<file path="src/rtl/gauss_pkg.sv">
// ---------------------------------------------------------------------------
// gauss_pkg
// Shared definitions for the 3x3 Gaussian stream filter:
//   - default image geometry and pixel width
//   - normalisation shift and 1-2-1 / 2-4-2 / 1-2-1 kernel weights
//   - width helpers for the position counters and the weighted sum
//   - pipeline tag carried alongside each window (valid + last-of-frame)
// ---------------------------------------------------------------------------
package gauss_pkg;

   localparam int IMG_W_DEF  = 4;
   localparam int IMG_H_DEF  = 3;
   localparam int DATA_W_DEF = 8;

   // Kernel weights add up to 16, so the normalisation is a plain >>4.
   localparam int NORM_SHIFT = 4;
   localparam int K_CORNER   = 1;
   localparam int K_EDGE     = 2;
   localparam int K_CENTRE   = 4;

   // Counter width for a range 0..n-1, never narrower than one bit.
   function automatic int cnt_width(input int n);
      return (n > 1) ? $clog2(n) : 1;
   endfunction

   // The weighted sum needs NORM_SHIFT extra bits above the pixel width
   // (16 * max pixel fits exactly).
   function automatic int sum_width(input int data_w);
      return data_w + NORM_SHIFT;
   endfunction

   // Weight of window tap (r, c), both indices 0..2 with 1 as the centre.
   function automatic int kernel_weight(input int r, input int c);
      if (r == 1 && c == 1) begin
         return K_CENTRE;
      end else if (r == 1 || c == 1) begin
         return K_EDGE;
      end
      return K_CORNER;
   endfunction

   typedef struct packed {
      logic valid;   // this pipeline slot carries a complete window
      logic last;    // window centred on the last interior pixel of the frame
   } pipe_tag_t;

endpackage

</file>
<file path="src/rtl/line_buffer.sv">
// ---------------------------------------------------------------------------
// line_buffer
// Single-port read-before-write RAM. The read is combinational so a value
// written on this edge is only seen on a later access; the word read in the
// same cycle as a write is the old contents.
// Ports:
//   clk      in   clock
//   we       in   write enable
//   addr     in   shared read/write address
//   wr_data  in   data written at addr on the rising edge when we=1
//   rd_data  out  current contents at addr
// ---------------------------------------------------------------------------
module line_buffer
   import gauss_pkg::*;
#(
   parameter int DEPTH  = IMG_W_DEF,
   parameter int WIDTH  = 2 * DATA_W_DEF,
   parameter int ADDR_W = cnt_width(IMG_W_DEF)
) (
   input  logic              clk,
   input  logic              we,
   input  logic [ADDR_W-1:0] addr,
   input  logic [WIDTH-1:0]  wr_data,
   output logic [WIDTH-1:0]  rd_data
);

   logic [WIDTH-1:0] mem_q [0:DEPTH-1];

   assign rd_data = mem_q[addr];

   // Contents are deliberately not reset: every location is rewritten by the
   // first two rows of a frame before any window reads it.
   always_ff @(posedge clk) begin
      if (we) begin
         mem_q[addr] <= wr_data;
      end
   end

endmodule

</file>
<file path="src/rtl/gauss3x3_stream_filter.sv">
// ---------------------------------------------------------------------------
// gauss3x3_stream_filter
// Streaming 3x3 Gaussian blur on a raster-order pixel stream. Two previous
// rows are held in a line buffer; each accepted pixel shifts a new column
// into a 3x3 window. Interior windows are summed with the 1-2-1 kernel and
// normalised by >>4 over a two-stage pipeline.
// Ports:
//   clk         in   clock, all state on the rising edge
//   rst         in   asynchronous active-high reset
//   data_valid  in   pixel qualifier; a low cycle abandons the current frame
//   data_in     in   pixel, ignored when data_valid=0
//   filt_valid  out  filt_out carries a filtered pixel this cycle
//   filt_out    out  filtered pixel (holds when filt_valid=0)
//   frame_done  out  pulse with the last filtered pixel of a complete frame
// ---------------------------------------------------------------------------
module gauss3x3_stream_filter
   import gauss_pkg::*;
#(
   parameter int IMG_W  = IMG_W_DEF,
   parameter int IMG_H  = IMG_H_DEF,
   parameter int DATA_W = DATA_W_DEF
) (
   input  logic              clk,
   input  logic              rst,
   input  logic              data_valid,
   input  logic [DATA_W-1:0] data_in,
   output logic              filt_valid,
   output logic [DATA_W-1:0] filt_out,
   output logic              frame_done
);

   localparam int COL_W = cnt_width(IMG_W);
   localparam int ROW_W = cnt_width(IMG_H);
   localparam int SUM_W = sum_width(DATA_W);

   localparam logic [COL_W-1:0] COL_LAST = COL_W'(IMG_W - 1);
   localparam logic [ROW_W-1:0] ROW_LAST = ROW_W'(IMG_H - 1);
   localparam logic [COL_W-1:0] COL_TWO  = COL_W'(2);
   localparam logic [ROW_W-1:0] ROW_TWO  = ROW_W'(2);

   logic [COL_W-1:0]    col_q, col_d;
   logic [ROW_W-1:0]    row_q, row_d;
   logic [2*DATA_W-1:0] lb_rd, lb_wr;
   // win_q[r][c]: r=0 is row r-2, r=2 the incoming row; c=2 is the newest column.
   logic [DATA_W-1:0]   win_q [0:2][0:2];
   logic [DATA_W-1:0]   win_d [0:2][0:2];
   pipe_tag_t           win_tag_q, win_tag_d;
   pipe_tag_t           sum_tag_q, sum_tag_d;
   logic [SUM_W-1:0]    sum_q, sum_d;
   logic [DATA_W-1:0]   filt_out_q, filt_out_d;
   logic                filt_valid_q, filt_valid_d;
   logic                frame_done_q, frame_done_d;
   logic                unused_sum_lsbs;

   // Raster position of the pixel presented this cycle. Any idle cycle
   // returns to the top-left corner, abandoning a partial frame.
   always_comb begin
      col_d = col_q;
      row_d = row_q;
      if (!data_valid) begin
         col_d = '0;
         row_d = '0;
      end else if (col_q == COL_LAST) begin
         col_d = '0;
         row_d = (row_q == ROW_LAST) ? '0 : row_q + ROW_W'(1);
      end else begin
         col_d = col_q + COL_W'(1);
      end
   end

   // Both history rows share one RAM word: low half is row r-1, high half
   // row r-2. On each accept the old row r-1 pixel moves up to r-2.
   assign lb_wr = {lb_rd[DATA_W-1:0], data_in};

   line_buffer #(
      .DEPTH  (IMG_W),
      .WIDTH  (2 * DATA_W),
      .ADDR_W (COL_W)
   ) u_line_buf (
      .clk     (clk),
      .we      (data_valid),
      .addr    (col_q),
      .wr_data (lb_wr),
      .rd_data (lb_rd)
   );

   // Window shift and completion tag. A window needs two earlier rows and
   // two earlier columns of the same row; because any gap resets the
   // position, those columns are always contiguous and in this frame.
   always_comb begin
      win_d = win_q;
      if (data_valid) begin
         for (int r = 0; r < 3; r++) begin
            win_d[r][0] = win_q[r][1];
            win_d[r][1] = win_q[r][2];
         end
         win_d[0][2] = lb_rd[2*DATA_W-1:DATA_W];
         win_d[1][2] = lb_rd[DATA_W-1:0];
         win_d[2][2] = data_in;
      end
      win_tag_d.valid = data_valid && (row_q >= ROW_TWO) && (col_q >= COL_TWO);
      win_tag_d.last  = win_tag_d.valid && (row_q == ROW_LAST) && (col_q == COL_LAST);
   end

   // Stage 1: weighted sum of the registered window.
   always_comb begin
      sum_d = '0;
      for (int r = 0; r < 3; r++) begin
         for (int c = 0; c < 3; c++) begin
            sum_d = sum_d + SUM_W'(win_q[r][c]) * SUM_W'(kernel_weight(r, c));
         end
      end
      sum_tag_d = win_tag_q;
   end

   // Stage 2: truncating normalisation; the output holds between results.
   always_comb begin
      filt_out_d   = filt_out_q;
      filt_valid_d = sum_tag_q.valid;
      frame_done_d = sum_tag_q.valid && sum_tag_q.last;
      if (sum_tag_q.valid) begin
         filt_out_d = sum_q[SUM_W-1:NORM_SHIFT];
      end
   end

   // Fractional bits are discarded by the truncation.
   assign unused_sum_lsbs = ^sum_q[NORM_SHIFT-1:0];

   always_ff @(posedge clk or posedge rst) begin
      if (rst) begin
         col_q        <= '0;
         row_q        <= '0;
         win_tag_q    <= '0;
         sum_tag_q    <= '0;
         sum_q        <= '0;
         filt_out_q   <= '0;
         filt_valid_q <= 1'b0;
         frame_done_q <= 1'b0;
      end else begin
         col_q        <= col_d;
         row_q        <= row_d;
         win_tag_q    <= win_tag_d;
         sum_tag_q    <= sum_tag_d;
         sum_q        <= sum_d;
         filt_out_q   <= filt_out_d;
         filt_valid_q <= filt_valid_d;
         frame_done_q <= frame_done_d;
      end
   end

   // Window taps carry no control meaning, so they need no reset.
   always_ff @(posedge clk) begin
      win_q <= win_d;
   end

   assign filt_valid = filt_valid_q;
   assign filt_out   = filt_out_q;
   assign frame_done = frame_done_q;

endmodule

</file>
<file path="config.mk">
export PLATFORM = sky130hd
export DESIGN_NAME = gauss3x3_stream_filter
export DESIGN_NICKNAME = d
export VERILOG_FILES = /design/src/rtl/gauss_pkg.sv /design/src/rtl/line_buffer.sv /design/src/rtl/gauss3x3_stream_filter.sv
export SDC_FILE = /design/constraint.sdc
export NUM_CORES = 1
export LEC_CHECK = 0
export ABC_AREA = 1
export ABC_CLOCK_PERIOD_IN_PS = 4600
export BUFFER_PORTS_ARGS = -buffer_cell sky130_fd_sc_hd__buf_2
export CORE_UTILIZATION = 60
export DETAILED_ROUTE_END_ITERATION = 10
export GPL_ROUTABILITY_DRIVEN = 1
export PLACE_DENSITY = 0.77
export SLEW_MARGIN = 0
export SYNTH_ARGS = -nofsm -noshare
export SYNTH_HDL_FRONTEND = slang
export SYNTH_HIERARCHICAL = 1
export SYNTH_SLANG_ARGS = --single-unit
</file>
<file path="constraint.sdc">
create_clock -name clk -period 4.6 [get_ports clk]
set_clock_uncertainty 0.15 [all_clocks]
set_input_delay 0 -clock clk [delete_from_list [all_inputs] [get_ports clk]]
set_output_delay 0 -clock clk [all_outputs]
set_load 0.01 [all_outputs]
</file>
# Word-level counts from Yosys, hierarchy flattened
# Memories as Yosys holds them, arrays and structs flattened.
# Cells that the tools add are included.
dict set report classes {
  eq_ne 3
  addsub 10
  n_reduce_logical 5
  n_mux 7
  magnitude_cmp 2
  bitwise 0
  mul 0
  n_shift 0
  div 0
}
# cell count
set op_table {}
lappend op_table {{$add 12x8->12} 2}
lappend op_table {{$add 12x9->12} 2}
lappend op_table {{$add 11x9->12} 1}
lappend op_table {{$add 12x10->12} 1}
lappend op_table {{$add 10x8->11} 1}
lappend op_table {{$add 8x9->10} 1}
lappend op_table {{$mux 2} 5}
lappend op_table {{$logic_and 1x1->1} 5}
lappend op_table {{$add 2x1->2 const B} 2}
lappend op_table {{$eq 2x2->1 const B} 2}
lappend op_table {{$ge 2x2->1 const B} 2}
lappend op_table {{$mux 1} 2}
lappend op_table {{$ne 2x1->1 const B} 1}
dict set report word_totals {
  inputBits 11
  wordCells 47
  output_inout_bits 10
  ff_bits 102
  rom_bits 0
  memories 1
  latchBits 0
  ram_bits 64
}
# memory words width read_ports rd_ports_with_merged_regs write_ports line
set memory_table {}
lappend memory_table {u_line_buf.mem_q 4 16 1 0 1 line_buffer.sv:27} ;# logic [WIDTH-1:0] mem_q [0:DEPTH-1];

# Depth between registers and ports, before layout
dict set report depth {
  word_depth 8
  ltp_mapped 17
  ltp_nobuf 17
}

# By module
# Netlist, hierarchy kept.
# mod seq_area_each_um2 cells_per_inst n_inst area_per_inst_um2
set by_module_without_submodules {}
lappend by_module_without_submodules {gauss3x3_stream_filter 2812.7 343 1 4820.9}
lappend by_module_without_submodules {line_buffer 1921.8 225 1 2666.3}

# Least setup slack after synthesis
# Ideal clock, no wire load.
dict set report synth_timing {
  path_kind {flip-flop to flip-flop}
  start {register win_q[3] (netlist bit)}
  end {register sum_q[11]}
  path_buffers 0
  setup_time_ps 116
  period_less_slack_ps 3760
  path_stages_with_launch 15
  setup_slack_ps 840
  arrival_time_ps 3494
  required_time_ps 4334
  cell_sequence {edfxtp_1 -> inv_1 -> fa_1 -> inv_1 -> fa_1 -> fa_1 -> fa_1 -> inv_1 -> nor2_1 -> nand2_1 -> fa_1 -> o21ai_2 -> nand2_1 -> nand3_1 -> nand2_1}
}
dict set report synth_between {
  elab_chain_len 1
}
# item line
set synth_rtl {}
lappend synth_rtl {{from (decl)} gauss3x3_stream_filter.sv:45} ;# logic [DATA_W-1:0] win_q [0:2][0:2];
lappend synth_rtl {{from (signal assigned)} gauss3x3_stream_filter.sv:153} ;# win_q <= win_d;
lappend synth_rtl {{$add 12x8->12} gauss3x3_stream_filter.sv:110} ;# sum_d = sum_d + SUM_W'(win_q[r][c]) * SUM_W'(kernel_weight(r, c));
lappend synth_rtl {{named net sum_d[11]} gauss3x3_stream_filter.sv:49} ;# logic [SUM_W-1:0] sum_q, sum_d;
lappend synth_rtl {{to (signal assigned)} gauss3x3_stream_filter.sv:144} ;# sum_q <= sum_d;
lappend synth_rtl {{to (decl)} gauss3x3_stream_filter.sv:49}
# The timed path passes the listed nets, and every way through them passes these cells.
# A chain may end at the register's enable or synchronous reset.

# Worst setup path in the final report
# Ends and elaborated chain as after synthesis.

==> flow_metrics.tcl <==
set metrics [dict create \
    grt_pass1_vias 4107 \
    endpoint_kind "register" \
    antenna_found_initial 0 \
    grt_setup_unrepaired "false" \
    fillers 836 \
    fmax_mhz 247 \
    wire_per_inst_um 14.7 \
    nets 690 \
    insertion_delay_ns 0.42 \
    area_growth_syn_to_layout_pct 11.3 \
    hold_violations 0 \
    drt-met1-wl_um 4830 \
    ir_drop_mv 0.330 \
    multi_input_area_um2 2220 \
    ys_ff_latch 162 \
    drc 0 \
    dp.cells 752 \
    grt-ovfl-total 0 \
    layout_worst_path_cycle_share_pct 88.1 \
    worstPathArrival_ns 4.21 \
    outcome "finished clean" \
    power_density_nw_per_um2 630 \
    wl_um 11700 \
    first_pass_iters 5 \
    synth.avg_cell_area_um2 13.2 \
    path_class "reg -> reg" \
    async_reset_ff_share_pct 16.0 \
    rows 40 \
    grt_pass1_wl_um 19500 \
    netlist_area_um2 7490 \
    antennaDiodeCount 0 \
    finish.instance_area_um2 8330 \
    die_y_um 114 \
    root_buffer "clkbuf_16" \
    cts.sinks 162 \
    cp_max_fo 3 \
    ys_warn_count 6 \
    slew_violations 0 \
    worstSetupStartpointType "register" \
    cts_tree "yes" \
    fin_crit_ns 4.05 \
    synth_flop_cell "edfxtp_1" \
    hold_class "in -> reg" \
    netlist.area_leader.share_pct 54.5 \
    synth_edf_count 136 \
    synth_area_leaders "edfxtp_1, fa_1, dfrtp_1, nand2_1, inv_1" \
    final_cells 792 \
    place_congestion 0.744 \
    dr_wl_met2_um 6170 \
    yosysMostFrequentCell "nand2_1" \
    die_x_um 114 \
    drtIter0Drc 208 \
    start_util_pct 61.8 \
    fp.coreArea_um2 12100 \
    leakage_uw 0.00373 \
    place_hpwl_um 8010 \
    htree_levels 4 \
    worst_pin_slew_ns 0.949 \
    worst_ep_required_time_ns 4.76 \
    clock_path_buffers 2 \
    maxCapViolations 0 \
    syn_inst 568 \
    slew_headroom_pct 36.7 \
    num_vias 3908 \
    globalRouteTotalUtil_pct 20.7 \
    seq_area_frac_synth_pct 63.2 \
    synthesis.nets 646 \
    finalSetupViolCount 0 \
    die_area_um2 12900 \
    tns_ns 0 \
    regArea_um2 4730 \
    layout-drive-gt1-share_pct 13.5 \
    dpl-instance-area_um2 7740 \
    port_buffers 20 \
    yosysUniqueCellTypes 27 \
    routed.top_layer "met4" \
    ios 21 \
    synthTopCellsByCount "nand2_1, edfxtp_1, inv_1" \
    grt_max_degree 78 \
    drt.antenna.violating_nets 0 \
    wl_met3_um 376 \
    clk_pin_slew_ns 0.06 \
    synth.largest_area_cell "edfxtp_1" \
    viasPerCell 4.93 \
    numCtsBuffers 17 \
]
-- stage by stage --
step / setup WS [ns] / util [%] / total power [uW] / hold WS [ns]
after floorplan: 0.840 / - / 3620 / -0.110
after global placement: 0.703 / 63.9 / 3950 / 0.0716
after detailed placement: 0.556 / 63.9 / 4080 / 0.0899
after CTS: 0.525 / 68.8 / 5300 / 0.00625
after global routing: 0.369 / 68.8 / 5750 / 0.0650
final: 0.548 / 68.8 / 5250 / 0.0283
-- cell families after synthesis --
| family | share of synthesized area, % |
|---|---|
| xor gates and xnor gates | 0.351 |
| muxes | 1.20 |
| AOI/OAI and AO/OA | 0.652 |
| adders and majority gates | 16.4 |
| and+or+nand+nor | 10.9 |
| DFF | 63.2 |
| buffers and inverters | 7.22 |
-- area by class of cell --
type                    instances  area share (%)
multi-input cells             285            26.7
clock buffers                  17            5.11
clock inverters                14           0.886
well taps                     168            2.52
flip-flops and latches        162            56.8
repair buffers                 36            2.94
inverters                     110            5.05
-- flip-flops by register name, indices dropped and copies added, names as in the netlist --
register,cells
col_q,2
filt_out,8
filt_valid,1
filt_valid_d,1
frame_done,1
row_q,2
sum_q,8
sum_tag_d,2
sum_tag_q,1
u_line_buf/mem_q,64
win_q,72
-- critical path: stages, from the launching register on --
cell	delay [ns]
edfxtp_1	0.34
inv_1	0.07
fa_1	0.55
inv_1	0.06
fa_1	0.51
fa_1	0.52
fa_1	0.55
inv_1	0.04
nor2_1	0.11
nand2_1	0.08
fa_1	0.42
o21ai_2	0.24
nand2_1	0.11
nand3_1	0.12
nand2_1	0.07
-- layout by cell type (no fill, tap or decap), drive strengths merged, types with 2 or more instances in the layout --
cell,netlist,final
nor3,4,4
buf,11,27
xor2,2,2
o21ai,3,3
inv,110,111
nor2,9,9
ha,15,15
a21oi,3,3
clkinv,0,11
nand3,5,5
nand4,2,2
edfxtp,136,136
mux2,8,8
fa,52,52
clkinvlp,0,2
clkbuf,0,17
dfrtp,26,26
dlygate4sd3,0,9
nand2,178,178
-- worst paths after layout --
kind                                        startpoint  slack (ns)  cells past startpoint                           endpoint
worst max-delay path                win_q[3]$_DFFE_PP_        0.55                     14                sum_q[11]$_DFF_PP0_
worst min-delay path                        data_valid        0.03                      3  u_line_buf/mem_q[3][11]$_DFFE_PP_
worst max register to register      win_q[3]$_DFFE_PP_        0.55                     14                sum_q[11]$_DFF_PP0_
worst min register to register  sum_tag_d[0]$_DFF_PP0_        0.20                      0             sum_tag_q[0]$_DFF_PP0_
max in group asynchronous                          rst        3.55                      3             filt_valid_d$_DFF_PP0_
min in group asynchronous                          rst        0.19                      3            filt_out[6]$_DFFE_PP0P_
-- layer usage --
metal	GRT usage [%]	vias up
met4	11.2	0
met2	35.0	76
met1	25.0	1930
li1	-	1879
met3	4.46	23
met5	0	-
-- power breakdown --
group / switching, uW / internal [uW]
sequential: 64.4 / 1810
combinational: 1330 / 845
clock: 528 / 669
total: 1920 / 3320
-- what timing repair did --
| action | in CTS | in global routing |
|---|---|---|
| buffers inserted | 0 | 0 |
| setup endpoints to repair | 0 | 0 |
| resized for setup | 0 | 0 |
| endpoints found under the hold margin | 66 | 0 |
| hold buffers | 9 | 0 |
Note: power is estimated with default switching activity, not from simulation.
